===== config.mk =====
export PLATFORM = sky130hd
export DESIGN_NAME = seq_arith_unit
export DESIGN_NICKNAME = d
export VERILOG_FILES = /design/src/rtl/seq_arith_unit.sv
export SDC_FILE = /design/constraint.sdc
export NUM_CORES = 1
export LEC_CHECK = 0
export ABC_AREA = 0
export CAP_MARGIN = 15
export CORE_ASPECT_RATIO = 0.6
export CORE_MARGIN = 3
export CORE_UTILIZATION = 54
export CTS_BUF_LIST = sky130_fd_sc_hd__clkbuf_16
export DETAILED_ROUTE_END_ITERATION = 10
export PLACE_DENSITY_LB_ADDON = 0.25
export SLEW_MARGIN = 0
export SYNTH_ARGS = -nofsm -noshare
export SYNTH_HDL_FRONTEND = slang
export SYNTH_SLANG_ARGS = --single-unit

===== constraint.sdc =====
create_clock -name CLK -period 3.5 [get_ports CLK]
set_clock_uncertainty 0.15 [all_clocks]
set_input_delay 0.525 -clock CLK [delete_from_list [all_inputs] [get_ports CLK]]
set_output_delay 0.525 -clock CLK [all_outputs]
set_load 0.05 [all_outputs]

===== src/rtl/seq_arith_unit.sv =====
// ============================================================================
// Module      : seq_arith_unit
// Description : Multi-cycle ADD/SUB/MUL/DIV unit with start/busy/done handshake
//               and a 2W-bit registered result with status flags.
// Revision    : 1.0 - initial release
// ============================================================================
`default_nettype none

module seq_arith_unit #(
    parameter int W = 8
) (
    input  logic           CLK,
    input  logic           RST,
    input  logic           start,
    input  logic [1:0]     op,
    input  logic           sgn,
    input  logic [W-1:0]   a,
    input  logic [W-1:0]   b,
    output logic           busy,
    output logic           done,
    output logic [2*W-1:0] result,
    output logic           ovf,
    output logic           neg,
    output logic           zero,
    output logic           dz
);

    localparam int         c_CW     = $clog2(W + 1);
    localparam logic [1:0] c_OP_ADD = 2'b00;
    localparam logic [1:0] c_OP_SUB = 2'b01;
    localparam logic [1:0] c_OP_MUL = 2'b10;
    localparam logic [1:0] c_OP_DIV = 2'b11;

    typedef enum logic [1:0] {
        S_IDLE = 2'd0,
        S_RUN  = 2'd1,
        S_FIN  = 2'd2
    } state_t;

    state_t           r_state, w_state_nxt;
    logic [c_CW-1:0]  r_cnt;
    logic [1:0]       r_op;
    logic             r_sgn;
    logic [W-1:0]     r_a, r_b, r_bmag;
    logic [2*W:0]     r_acc;
    logic [2*W-1:0]   r_result;
    logic             r_ovf, r_neg, r_zero, r_dz;

    logic             w_accept, w_last;
    logic [W-1:0]     w_amag, w_bmag;
    logic [W:0]       w_mul_sum, w_div_sh, w_div_diff, w_addsub;
    logic             w_div_ok;
    logic [2*W:0]     w_acc_nxt;
    logic [W-1:0]     w_s, w_q_fix, w_r_fix;
    logic [2*W-1:0]   w_prod_fix, w_res;
    logic             w_sa, w_sb, w_sovf, w_dz, w_ovf, w_msb, w_zero;

    assign w_accept = start && (r_state != S_RUN);
    assign w_last   = (r_state == S_RUN) && (r_cnt == c_CW'(1));

    always_ff @(posedge CLK) begin
        if (RST) r_state <= S_IDLE;
        else     r_state <= w_state_nxt;
    end

    always_comb begin
        w_state_nxt = r_state;
        case (r_state)
            S_IDLE:  if (start) w_state_nxt = S_RUN;
            S_RUN:   if (r_cnt == c_CW'(1)) w_state_nxt = S_FIN;
            S_FIN:   w_state_nxt = start ? S_RUN : S_IDLE;
            default: w_state_nxt = S_IDLE;
        endcase
    end

    // MUL and DIV iterate on operand magnitudes; signs are restored at the end
    assign w_amag = (sgn && a[W-1]) ? -a : a;
    assign w_bmag = (sgn && b[W-1]) ? -b : b;

    // Shift-add step: bit 0 of the accumulator is the current multiplier bit
    assign w_mul_sum = r_acc[2*W:W] + (r_acc[0] ? {1'b0, r_bmag} : '0);
    // Restoring step: partial remainder in the high half, quotient shifts in low
    assign w_div_sh   = {r_acc[2*W-1:W], r_acc[W-1]};
    assign w_div_diff = w_div_sh - {1'b0, r_bmag};
    assign w_div_ok   = ~w_div_diff[W];
    assign w_acc_nxt  = (r_op == c_OP_DIV)
                      ? {1'b0, (w_div_ok ? w_div_diff[W-1:0] : w_div_sh[W-1:0]),
                         r_acc[W-2:0], w_div_ok}
                      : {1'b0, w_mul_sum, r_acc[W-1:1]};

    assign w_sa     = r_a[W-1];
    assign w_sb     = r_b[W-1];
    assign w_addsub = (r_op == c_OP_SUB) ? ({1'b0, r_a} - {1'b0, r_b})
                                         : ({1'b0, r_a} + {1'b0, r_b});
    assign w_s      = w_addsub[W-1:0];
    assign w_sovf   = ((r_op == c_OP_SUB) ? (w_sa != w_sb) : (w_sa == w_sb))
                      && (w_s[W-1] != w_sa);
    assign w_prod_fix = (r_sgn && (w_sa ^ w_sb)) ? -w_acc_nxt[2*W-1:0]
                                                 : w_acc_nxt[2*W-1:0];
    assign w_q_fix  = (r_sgn && (w_sa ^ w_sb)) ? -w_acc_nxt[W-1:0] : w_acc_nxt[W-1:0];
    assign w_r_fix  = (r_sgn && w_sa) ? -w_acc_nxt[2*W-1:W] : w_acc_nxt[2*W-1:W];
    assign w_dz     = (r_op == c_OP_DIV) && (r_b == '0);

    always_comb begin
        w_res  = '0;
        w_ovf  = 1'b0;
        w_msb  = 1'b0;
        w_zero = 1'b0;
        case (r_op)
            c_OP_ADD, c_OP_SUB: begin
                w_res  = r_sgn ? {{W{w_s[W-1]}}, w_s} : {{W{1'b0}}, w_s};
                w_ovf  = r_sgn ? w_sovf : w_addsub[W];
                w_msb  = w_s[W-1];
                w_zero = (w_s == '0);
            end
            c_OP_MUL: begin
                w_res  = w_prod_fix;
                w_msb  = w_prod_fix[2*W-1];
                w_zero = (w_prod_fix == '0);
            end
            default: begin
                if (w_dz) begin
                    w_res = {r_a, {W{1'b1}}};
                    w_msb = 1'b1;
                end else begin
                    w_res  = {w_r_fix, w_q_fix};
                    w_ovf  = r_sgn && (r_a == {1'b1, {(W-1){1'b0}}}) && (r_b == '1);
                    w_msb  = w_q_fix[W-1];
                    w_zero = (w_q_fix == '0);
                end
            end
        endcase
    end

    always_ff @(posedge CLK) begin
        if (RST) begin
            r_cnt    <= '0;
            r_op     <= '0;
            r_sgn    <= 1'b0;
            r_a      <= '0;
            r_b      <= '0;
            r_bmag   <= '0;
            r_acc    <= '0;
            r_result <= '0;
            r_ovf    <= 1'b0;
            r_neg    <= 1'b0;
            r_zero   <= 1'b0;
            r_dz     <= 1'b0;
        end else if (w_accept) begin
            r_op   <= op;
            r_sgn  <= sgn;
            r_a    <= a;
            r_b    <= b;
            r_bmag <= w_bmag;
            r_acc  <= {{(W+1){1'b0}}, w_amag};
            r_cnt  <= ((op == c_OP_ADD) || (op == c_OP_SUB) ||
                       ((op == c_OP_DIV) && (b == '0))) ? c_CW'(1) : c_CW'(W);
        end else if (r_state == S_RUN) begin
            r_cnt <= r_cnt - c_CW'(1);
            r_acc <= w_acc_nxt;
            if (w_last) begin
                r_result <= w_res;
                r_ovf    <= w_ovf;
                r_neg    <= r_sgn & w_msb;
                r_zero   <= w_zero;
                r_dz     <= w_dz;
            end
        end
    end

    assign busy   = (r_state == S_RUN);
    assign done   = (r_state == S_FIN);
    assign result = r_result;
    assign ovf    = r_ovf;
    assign neg    = r_neg;
    assign zero   = r_zero;
    assign dz     = r_dz;

endmodule

`default_nettype wire


==> impl_metrics.sql, run 1 <==
INSERT INTO impl_metrics (metric_group, metric, value, unit) VALUES
('run_status', 'run_status', 'complete, but fails checks', ''),
('run_status', 'failed_checks', 'negative setup slack', ''),
('routing', 'drt-pass1-iter-count', '6', ''),
('timing', 'finalHoldWorstSlack', '324', 'ps'),
('timing', 'timing.final.ws_setup', '-44.3', 'ps'),
('final_layout', 'layout.filler_cells', '714', ''),
('floorplanning', 'top_level_ports', '44', ''),
('global_route', 'globalRoute.totalOverflow', '0', ''),
('hold_path', 'hold_start', 'result[8]$_SDFFE_PP0P_', ''),
('routing', 'vias_after_detailed_routing', '6026', ''),
('floorplanning', 'die-width', '136', 'µm'),
('final_layout', 'antenna_cells', '0', ''),
('timing', 'layout_worst_path_cycle_share', '1.01', ''),
('synthesis', 'yosys_register_bits', '68', ''),
('synthesis', 'synth_top_flop_cell', 'dfxtp_1', ''),
('global_route', 'largest_net_degree_at_the_start_of_global_routing', '33', ''),
('cts', 'clkTransAtPathRegs', '60', 'ps'),
('synthesis', 'synth_seq_area_share', '0.249', ''),
('synthesis', 'netlist_area_before_placement', '0.00546', 'mm²'),
('floorplanning', 'die_y', '83.9', 'µm'),
('synthesis', 'synth-edff-count', '0', ''),
('floorplanning', 'initial_utilization', '0.575', ''),
('critical_path', 'crit_type', 'reg -> reg', ''),
('floorplanning', 'design.die.area', '0.0114', 'mm²'),
('timing', 'setup_viol_count_final', '2', ''),
('floorplanning', 'core_region_area', '0.00949', 'mm²'),
('synthesis', 'synthesis.instances', '730', ''),
('synthesis', 'mappedNetlistNets', '786', ''),
('hold_path', 'timing.hold.worst.class', 'reg -> reg', ''),
('critical_path', 'ordered_list_of_cells_on_the_worst_path', 'and2_1, ha_1, fa_1, a211o_1, o211ai_1, a21oi_2, o31ai_2, o31a_1, and4bb_4, a41oi_4, xor2_2, a21oi_2, o41ai_2', ''),
('timing', 'timing.final.hold_violations', '0', ''),
('pwr', 'power.leakage', '2.76', 'nW'),
('critical_path', 'endpoint_kind', 'flip-flop', ''),
('flow_run', 'maxCapViolCount', '0', ''),
('timing', 'rsz0062_at_grt', 'true', ''),
('routing', 'detailed_route_drc_error_count', '0', ''),
('cts', 'clock-root-buffer', 'clkbuf_16', ''),
('critical_path', 'critPathSlowestCell', 'fa_1', ''),
('critical_path', 'cp_slowest_stage_delay', '400', 'ps'),
('final_layout', 'area_growth_syn_to_layout', '27.6', '%'),
('routing', 'final_antenna_net_count', '0', ''),
('final_layout', 'seqCellArea', '0.00137', 'mm²'),
('critical_path', 'cp_data_required_time', '3590', 'ps'),
('global_route', 'grt_pass1_vias', '5706', ''),
('synthesis', 'netlist_top_cells_area', 'dfxtp_1 25%, nor2_1 7.2%, ha_1 7.1%', ''),
('placement', 'detailed_place.area', '0.00638', 'mm²'),
('placement', 'place_ws', '-115', 'ps'),
('global_route', 'grt_antenna_before_repair', '0', ''),
('final_layout', 'multi_input_comb_area', '0.00401', 'mm²'),
('synthesis', 'ys_async_sr_fraction', '0', ''),
('synthesis', 'ys.warnings.count', '0', ''),
('final_layout', 'final-instance-count-excl-fill', '955', ''),
('critical_path', 'critPathMostFrequentCell', 'a21oi_2', ''),
('critical_path', 'startpoint_of_the_lowest_slack_register_to_register_path', 'r_b[0]$_SDFFE_PP0P_', ''),
('final_layout', 'nets_finish', '876', ''),
('placement', 'placed_cells', '930', ''),
('pwr', 'powerDensity', '439', 'mW/mm²'),
('timing', 'maxSlewViolCount', '0', ''),
('cts', 'cts_num_sinks', '68', ''),
('pwr', 'ir_worst_vdd', '0.293', 'mV'),
('synthesis', 'yosysUniqueCellTypes', '81', ''),
('placement', 'post-dp-hpwl', '14400', 'µm'),
('routing', 'wirelength', '19000', 'µm'),
('timing', 'max_freq', '0.282', 'GHz'),
('cts', 'clock_tree.buffer_depth', '2', ''),
('cts', 'htree_levels', '3', ''),
('synthesis', 'cell_types_with_the_highest_counts_after_synthesis', '104 x nor2_1, 77 x nand2_1, 73 x a21oi_1', ''),
('routing', 'wire_per_inst', '19.8', 'µm'),
('synthesis', 'synth_top_area_frac', '0.249', ''),
('critical_path', 'startpoint', 'r_b[0]$_SDFFE_PP0P_', ''),
('pwr', 'power.total', '3.06', 'mW');
==> registers in the layout, indices dropped and copies added (netlist names), 2 cells and up <==
signal	cells
r_op	2
r_acc	16
r_state	2
result	16
r_b	8
r_bmag	7
r_cnt	4
r_a	8
==> kinds of logic (layout without fill, tap and decap cells) <==
family / after synthesis / count (layout) / share of synthesized area
xor gates and xnor gates: 50 / 50 / 0.0816
muxes: 9 / 9 / 0.0170
DFF: 68 / 68 / 0.249
AOI/OAI and AO/OA: 214 / 214 / 0.274
adders and majority gates: 34 / 34 / 0.0821
buffers and inverters: 69 / 164 / 0.0491
and+or+nand+nor: 286 / 286 / 0.247
==> stage by stage <==
stage                     utilization  TNS, ps
after global routing            0.733     -492
after global placement          0.672        0
after detailed placement        0.672     -337
after CTS                       0.713        0
after floorplan                     -        0
final                           0.733    -52.8
==> critical path: cells and delay by family (launching register included) <==
kind	cells	cell delay, ps
xor+xnor	1	230
compound gates	8	1720
simple gates	2	380
flops	1	360
fa+ha+maj	2	610
==> worst paths after layout <==
kind,to,slack (ps),depth (start not counted)
worst min-delay path,result[8]$_SDFFE_PP0P_,320,2
worst max register to register,neg$_SDFFE_PP0P_,-40,13
worst max-delay path,neg$_SDFFE_PP0P_,-40,13
worst min register to register,result[8]$_SDFFE_PP0P_,320,2
==> power breakdown <==
part	internal, mW	total, mW	switching [mW]
registers	0.824	0.884	0.0594
clock network	0.627	0.997	0.370
logic	0.491	1.18	0.686
==> cell type report <==
class	instances	share of cell area
Timing Repair Buffer	114	0.139
Inverter	34	0.0183
Clock buffer	9	0.0323
Clock inverter	7	0.0142
Tap cell	130	0.0234
Sequential cell	68	0.197
Multi-Input combinational cell	593	0.576
==> metal layers <==
| layer | share of wire | wire (µm) | track usage | up-vias |
|---|---|---|---|---|
| met1 | 0.44 | 8370 | 0.484 | 2850 |
| met4 | 0.015 | 293 | 0.0668 | 0 |
| met3 | 0.13 | 2460 | 0.107 | 32 |
| met5 | 0 | 0 | 0 | - |
| met2 | 0.41 | 7830 | 0.476 | 339 |
| li1 | - | - | - | 2805 |
==> placed cells by master (no fill, tap or decap), types with 7 or more instances in the layout <==
cell type,count
nor2_1,102
dfxtp_1,64
xor2_1,16
o21ai_0,26
xnor2_1,33
a211oi_1,16
nand4_1,7
clkdlybuf4s50_1,42
inv_1,29
buf_4,69
a21oi_2,9
nand2_1,77
mux2i_1,7
clkbuf_16,9
a31oi_1,11
nor3_1,29
and2_1,10
nand2b_1,7
a21o_1,9
ha_1,28
a21oi_1,68
nand3_1,15
==> timing repair <==
| item | 4_1_cts | 5_1_grt |
|---|---|---|
| setup endpoints to repair | 9 | 11 |
| resized for setup | 13 | 36 |
| setup buffers | 2 | 8 |
| hold buffers | 0 | 0 |
| pin swaps | 6 | 32 |
No activity file was read; power rests on OpenSTA's default activity.
==> run 2, diff against run 1 <==
--- a/config.mk
+++ b/config.mk
@@ -9,11 +9,12 @@
 export CAP_MARGIN = 15
 export CORE_ASPECT_RATIO = 0.6
 export CORE_MARGIN = 3
-export CORE_UTILIZATION = 54
-export CTS_BUF_LIST = sky130_fd_sc_hd__clkbuf_16
+export CORE_UTILIZATION = 55
+export CTS_BUF_LIST = sky130_fd_sc_hd__clkbuf_4
 export DETAILED_ROUTE_END_ITERATION = 10
-export PLACE_DENSITY_LB_ADDON = 0.25
+export PLACE_DENSITY_LB_ADDON = 0.3
 export SLEW_MARGIN = 0
 export SYNTH_ARGS = -nofsm -noshare
 export SYNTH_HDL_FRONTEND = slang
 export SYNTH_SLANG_ARGS = --single-unit
+export TNS_END_PERCENT = 100
==> run 2 against run 1 <==
  * The run still ends with negative setup slack left
  * Combinational power about the same
  * Worst setup slack worse by 38 ps
  * Final area down 3.5%
  * Highest routed layer unchanged
  * Die area down 1.7%
  * Final cell count unchanged
  * Flip-flop and latch count unchanged
  * Routed wire length down 2.4%
  * Register-to-register slack worse by 40 ps
  * Critical path depth down 1
  * Sequential power about the same
  * Maximum frequency down 1.1%
==> impl_metrics.sql, run 2 (same netlist as run 1, synthesis figures left out) <==
INSERT INTO impl_metrics (metric_group, metric, value, unit) VALUES
('run_status', 'run_status', 'complete, but fails checks', ''),
('run_status', 'failed_checks', 'negative setup slack', ''),
('routing', 'wire_per_inst', '19.4', 'µm'),
('pwr', 'power.leakage', '2.63', 'nW'),
('timing', 'timing.final.ws_setup', '-82.6', 'ps'),
('cts', 'cts_num_sinks', '68', ''),
('critical_path', 'cp_data_required_time', '3750', 'ps'),
('final_layout', 'final_cell_mix', '102 x nor2_1, 76 x nand2_1, 70 x buf_4', ''),
('global_route', 'grt_pass1_wl', '29200', 'µm'),
('routing', 'drtIter0Drc', '729', ''),
('critical_path', 'crit_type', 'reg -> reg', ''),
('placement', 'post-dp-hpwl', '14300', 'µm'),
('cts', 'insertion_delay', '450', 'ps'),
('cts', 'htree_levels', '3', ''),
('final_layout', 'nets_finish', '876', ''),
('global_route', 'globalRoute.totalOverflow', '0', ''),
('cts', 'clock_tree_from_tritoncts', 'yes', ''),
('floorplanning', 'initial_utilization', '0.579', ''),
('hold_path', 'timing.hold.worst.class', 'reg -> reg', ''),
('final_layout', 'antenna_cells', '0', ''),
('flow_run', 'maxCapViolCount', '0', ''),
('final_layout', 'drive_above_1_share', '0.178', ''),
('floorplanning', 'core_region_area', '0.00943', 'mm²'),
('cts', 'clock_tree.buffer_depth', '2', ''),
('routing', 'final_antenna_net_count', '0', ''),
('timing', 'layout_worst_path_cycle_share', '1.02', ''),
('final_layout', 'layout.filler_cells', '752', ''),
('cts', 'cts_made_buffers', '9', ''),
('timing', 'max_freq', '0.279', 'GHz'),
('placement', 'buffer_ports.inserted', '43', ''),
('global_route', 'track_usage', '0.330', ''),
('global_route', 'largest_net_degree_at_the_start_of_global_routing', '45', ''),
('timing', 'finalCriticalPeriod', '3580', 'ps'),
('timing', 'finalSetupTns', '-82.6', 'ps'),
('final_layout', 'area_growth_syn_to_layout', '23.1', '%'),
('routing', 'vias_after_detailed_routing', '5875', ''),
('cts', 'clock-root-buffer', 'clkbuf_4', ''),
('placement', 'detailed_place.area', '0.00641', 'mm²'),
('floorplanning', 'die_y', '83.2', 'µm'),
('pwr', 'powerDensity', '384', 'mW/mm²'),
('timing', 'slew_headroom', '0.519', ''),
('cts', 'clkTransAtPathRegs', '120', 'ps'),
('hold_path', 'timing.hold.worst_path_depth', '2', ''),
('routing', 'route.detailed.vias_per_inst', '6.15', ''),
('global_route', 'grt_pass1_vias', '5497', ''),
('critical_path', 'arrival', '3830', 'ps'),
('hold_path', 'hold_end', 'result[9]$_SDFFE_PP0P_', ''),
('timing', 'setup_viol_count_final', '1', ''),
('placement', 'routabilityCongestion', '0.990', ''),
('timing', 'maxSlewViolCount', '0', ''),
('pwr', 'ir_worst_vdd', '0.214', 'mV'),
('floorplanning', 'std_cell_rows', '27', ''),
('timing', 'tightest_slew', '720', 'ps'),
('critical_path', 'startpoint_of_the_lowest_slack_register_to_register_path', 'r_b[0]$_SDFFE_PP0P_', ''),
('routing', 'drt-pass1-iter-count', '6', ''),
('floorplanning', 'die-width', '135', 'µm'),
('final_layout', 'final_area', '0.00672', 'mm²'),
('final_layout', 'final_common_cell', 'nor2_1', ''),
('hold_path', 'hold_start', 'result[9]$_SDFFE_PP0P_', ''),
('critical_path', 'endpoint_kind', 'flip-flop', ''),
('global_route', 'grt_antenna_before_repair', '0', ''),
('critical_path', 'timing.reg2reg.worst_path_depth', '12', ''),
('critical_path', 'crit-reg2reg-capture', 'zero$_SDFFE_PP0P_', ''),
('critical_path', 'critical_path.startpoint_type', 'flip-flop', ''),
('critical_path', 'setup.reg_to_reg.worst_slack', '-80', 'ps'),
('floorplanning', 'top_level_ports', '44', ''),
('critical_path', 'path_max_fanout', '4', ''),
('routing', 'detailed_route_drc_error_count', '0', ''),
('timing', 'timing.final.hold_violations', '0', ''),
('timing', 'rsz0062_at_grt', 'true', ''),
('routing', 'wirelength', '18500', 'µm'),
('floorplanning', 'design.die.area', '0.0112', 'mm²');
[run 2: critical path, cell delays in order, from the launching register on]
cell	delay [ps]
dfxtp_4	400
inv_1	60
ha_1	280
mux2_2	290
fa_1	410
buf_4	150
xor2_1	310
nand3_1	150
or4b_2	660
nor4b_4	290
buf_4	160
o31a_1	140
a31o_1	110
[run 2: what timing repair did]
action	in CTS	in global routing
hold buffers	0	0
buffers inserted	0	5
endpoints found under the setup margin	7	12
gates resized for setup	10	28
pin swaps	6	19
[run 2: how the worst max path moves through the flow]
stage                                from                      end
floorplan             r_b[0]$_SDFFE_PP0P_        zero$_SDFFE_PP0P_
global placement      r_b[0]$_SDFFE_PP0P_  result[15]$_SDFFE_PP0P_
detailed placement    r_b[0]$_SDFFE_PP0P_        zero$_SDFFE_PP0P_
CTS                   r_b[0]$_SDFFE_PP0P_        zero$_SDFFE_PP0P_
global route        r_acc[7]$_SDFFE_PP0P_        zero$_SDFFE_PP0P_
finish                r_b[0]$_SDFFE_PP0P_        zero$_SDFFE_PP0P_
[run 2: cell type report]
type | count | area [µm²] | share of cell area
multi-input cells | 593 | 3950 | 0.589
flip-flops and latches | 68 | 1370 | 0.204
repair buffers | 114 | 962 | 0.143
well taps | 130 | 163 | 0.0242
inverters | 34 | 128 | 0.0190
clock inverters | 7 | 75.1 | 0.0112
clock buffers | 9 | 67.6 | 0.0101
[run 2: routing by layer]
metal | wire [µm] | up-vias | track usage
met5 | 0 | - | 0
met1 | 8670 | 2725 | 0.498
met2 | 7250 | 326 | 0.461
met4 | 317 | 0 | 0.0739
met3 | 2250 | 30 | 0.0944
li1 | - | 2794 | -
[run 2: per-stage QoR]
stage / hold WS, ps / utilization / worst slack, ps / std cells / power (mW)
finish: 317 / 0.713 / -82.6 / 955 / 2.58
global route: 367 / 0.713 / -183 / 955 / 2.72
CTS: 320 / 0.699 / 2.42 / 950 / 2.49
detailed placement: 303 / 0.680 / -162 / 934 / 1.94
global placement: 296 / 0.680 / -43.6 / 934 / 1.92
floorplan: 290 / - / 80.3 / 730 / 1.57
[run 2: power breakdown]
group | switching [mW] | internal (mW) | total, mW
sequential | 0.0610 | 0.824 | 0.885
clock | 0.330 | 0.219 | 0.549
combinational | 0.669 | 0.479 | 1.15
total | 1.06 | 1.52 | 2.58
==> run 3, diff against run 2 <==
--- a/config.mk
+++ b/config.mk
@@ -12,7 +12,8 @@
 export CORE_UTILIZATION = 55
 export CTS_BUF_LIST = sky130_fd_sc_hd__clkbuf_4
 export DETAILED_ROUTE_END_ITERATION = 10
-export PLACE_DENSITY_LB_ADDON = 0.3
+export GPL_ROUTABILITY_DRIVEN = 0
+export PLACE_DENSITY = 0.9
 export SLEW_MARGIN = 0
 export SYNTH_ARGS = -nofsm -noshare
 export SYNTH_HDL_FRONTEND = slang
==> run 3 against run 2 <==
  * The run still ends with negative setup slack left
  * Register-to-register slack better by 60 ps
  * Flip-flop and latch count unchanged
  * Sequential power hardly changed
  * Routed wire length increased by 6.5%
  * Worst hold slack gained 3.0 ps
  * Maximum frequency grew 1.8%
  * Clock power up 40%
  * Global-route usage increased by 0.58 points
  * Sequential share of layout area is 0.34 points lower
  * Worst setup slack gained 65 ps
  * Critical endpoint unchanged
  * Largest power group unchanged
==> impl_metrics.sql, run 3 (same netlist as run 1, synthesis figures left out) <==
INSERT INTO impl_metrics (metric_group, metric, value, unit) VALUES
('placement', 'post-dp-hpwl', '14400', 'µm'),
('routing', 'wirelength', '19700', 'µm'),
('routing', 'drt-pass1-iter-count', '5', ''),
('cts', 'clock_tree_from_tritoncts', 'yes', ''),
('critical_path', 'endpoint_kind', 'flip-flop', ''),
('cts', 'htree_levels', '3', ''),
('critical_path', 'setup.reg_to_reg.worst_slack', '-20', 'ps'),
('timing', 'slew_headroom', '0.505', ''),
('routing', 'drt-met1-wl', '7590', 'µm'),
('timing', 'timing.final.ws_setup', '-17.8', 'ps'),
('final_layout', 'area_growth_syn_to_layout', '25.3', '%'),
('routing', 'route.met2.wl', '8090', 'µm'),
('cts', 'cts_made_buffers', '9', ''),
('global_route', 'track_usage', '0.336', ''),
('global_route', 'largest_net_degree_at_the_start_of_global_routing', '42', ''),
('final_layout', 'final_common_cell', 'nor2_1', ''),
('floorplanning', 'die-width', '135', 'µm'),
('final_layout', 'drive_above_1_share', '0.189', ''),
('pwr', 'internal_power', '1.74', 'mW'),
('final_layout', 'final_area', '0.00684', 'mm²'),
('hold_path', 'timing.hold.worst.class', 'in -> reg', ''),
('global_route', 'globalRoute.totalOverflow', '0', ''),
('final_layout', 'nets_finish', '864', ''),
('flow_run', 'maxCapViolCount', '0', ''),
('pwr', 'seqPwrFrac', '0.310', ''),
('floorplanning', 'design.die.area', '0.0112', 'mm²'),
('pwr', 'power.share.switching', '0.390', ''),
('critical_path', 'critical-path-top-delay-family', 'simple AND/OR/NAND/NOR gates', ''),
('critical_path', 'cp.buffers_inverters', '1', ''),
('pwr', 'clockPowerShare', '0.268', ''),
('pwr', 'powerDensity', '417', 'mW/mm²'),
('floorplanning', 'std_cell_rows', '27', ''),
('pwr', 'ir_worst_vdd', '0.253', 'mV'),
('run_status', 'failed_checks', 'negative setup slack', ''),
('cts', 'cts_num_sinks', '68', ''),
('cts', 'clkTransAtPathRegs', '130', 'ps'),
('final_layout', 'final_cell_mix', '101 x nor2_1, 77 x nand2_1, 68 x a21oi_1', ''),
('timing', 'maxSlewViolCount', '0', ''),
('critical_path', 'critical_path.startpoint_type', 'flip-flop', ''),
('timing', 'max_freq', '0.284', 'GHz'),
('pwr', 'power.leakage', '2.66', 'nW'),
('global_route', 'grt_antenna_before_repair', '0', ''),
('floorplanning', 'die_y', '83.2', 'µm'),
('global_route', 'grt_pass1_vias', '5821', ''),
('critical_path', 'crit_type', 'reg -> reg', ''),
('global_route', 'grt_pass1_wl', '29900', 'µm'),
('floorplanning', 'initial_utilization', '0.579', ''),
('routing', 'vias_after_detailed_routing', '6352', ''),
('run_status', 'run_status', 'complete, but fails checks', ''),
('critical_path', 'path_max_fanout', '7', ''),
('timing', 'rsz0062_at_grt', 'true', ''),
('critical_path', 'critPathSlowestCell', 'dfxtp_1', ''),
('cts', 'insertion_delay', '460', 'ps'),
('cts', 'clock-root-buffer', 'clkbuf_4', ''),
('timing', 'layout_worst_path_cycle_share', '1.01', ''),
('timing', 'finalSetupTns', '-32.6', 'ps'),
('critical_path', 'critPathMostFrequentCell', 'nor4_4', ''),
('routing', 'drtIter0Drc', '1252', ''),
('pwr', 'p_sw', '1.11', 'mW'),
('timing', 'finalCriticalPeriod', '3520', 'ps'),
('placement', 'buffer_ports.inserted', '43', ''),
('floorplanning', 'top_level_ports', '44', ''),
('placement', 'detailed_place.area', '0.00628', 'mm²'),
('critical_path', 'arrival', '3780', 'ps'),
('routing', 'route.detailed.vias_per_inst', '6.74', ''),
('routing', 'met3WireLength', '3080', 'µm'),
('floorplanning', 'core_region_area', '0.00943', 'mm²'),
('routing', 'top_layer', 'met4', ''),
('critical_path', 'cp_slowest_stage_delay', '490', 'ps'),
('routing', 'detailed_route_drc_error_count', '0', ''),
('timing', 'tightest_slew', '741', 'ps'),
('timing', 'timing.final.hold_violations', '0', ''),
('critical_path', 'cp_data_required_time', '3770', 'ps'),
('routing', 'wire_per_inst', '20.9', 'µm'),
('pwr', 'comb_power_share', '0.421', ''),
('cts', 'clock_tree.buffer_depth', '2', ''),
('routing', 'final_antenna_net_count', '0', ''),
('final_layout', 'antenna_cells', '0', ''),
('timing', 'setup_viol_count_final', '2', ''),
('critical_path', 'ordered_list_of_cells_on_the_worst_path', 'ha_1, a21oi_2, o211a_4, nor4_4, buf_4, nor4_4, and2_1, a21oi_1, xnor2_1, nand2_1, nor4_2, a31o_1', '');
## run 3: cell count changes in the layout (fill, tap and decap cells not counted), moves of 2 or more
| cell | before | now |
|---|---|---|
| buf_4 | 70 | 58 |
| bufinv_16 | 1 | 4 |
| clkinvlp_4 | 3 | 0 |
| inv_1 | 31 | 28 |
| inv_2 | 3 | 6 |
| a311oi_1 | 6 | 4 |
| a311oi_2 | 0 | 2 |
| ha_1 | 28 | 26 |
| ha_4 | 1 | 3 |
| nor3_1 | 30 | 28 |
| o21ai_0 | 25 | 23 |
## run 3: through the flow
step	setup WS, ps	hold WS [ps]	utilization	cells	power, mW
floorplan	80.3	290	-	730	1.57
global placement	71.9	299	0.666	916	1.85
detailed placement	-186	303	0.666	916	1.91
CTS	-47.4	301	0.698	934	2.70
global route	-166	324	0.725	943	2.95
finish	-17.8	320	0.725	943	2.85
## run 3: path summary, 6_finish.rpt
path	from	cells after the start	end
hold / removal	RST	2	result[0]$_SDFFE_PP0P_
setup / recovery	r_acc[14]$_SDFFE_PP0P_	12	zero$_SDFFE_PP0P_
hold reg to reg	result[9]$_SDFFE_PP0P_	2	result[9]$_SDFFE_PP0P_
setup reg to reg	r_acc[14]$_SDFFE_PP0P_	12	zero$_SDFFE_PP0P_
## run 3: final cells by class
type | instances | area [µm²]
inverter | 34 | 128
timing repair buffer | 102 | 872
clock inverter | 7 | 146
fill | 661 | 2590
tap | 130 | 163
clock buffer | 9 | 67.6
sequential | 68 | 1370
multi-input combinational | 593 | 4090
## run 3: per-layer routing
layer / track usage / vias up
li1: - / 2770
met1: 0.475 / 2899
met2: 0.484 / 546
met3: 0.104 / 137
met4: 0.114 / 0
met5: 0 / -
## run 3: worst reg2reg max path, stage by stage, from the launching register on
cell	delay (ps)
dfxtp_1	490
ha_1	380
a21oi_2	380
o211a_4	250
nor4_4	50
buf_4	170
nor4_4	370
and2_1	320
a21oi_1	120
xnor2_1	190
nand2_1	110
nor4_2	290
a31o_1	190
## run 3: what timing repair did
item | CTS | global route
gates resized for setup | 22 | 43
pin swaps | 16 | 23
hold buffers | 0 | 0
setup endpoints to repair | 11 | 12
buffers inserted | 3 | 9
## run 3: power by group through the flow
stage               combinational (mW)  clock (mW)  sequential, mW
floorplan                        0.661           0           0.910
finish                            1.20       0.766           0.885
detailed placement                1.01           0           0.893
CTS                               1.05       0.771           0.877
global route                      1.27       0.798           0.886
global placement                 0.961           0           0.889
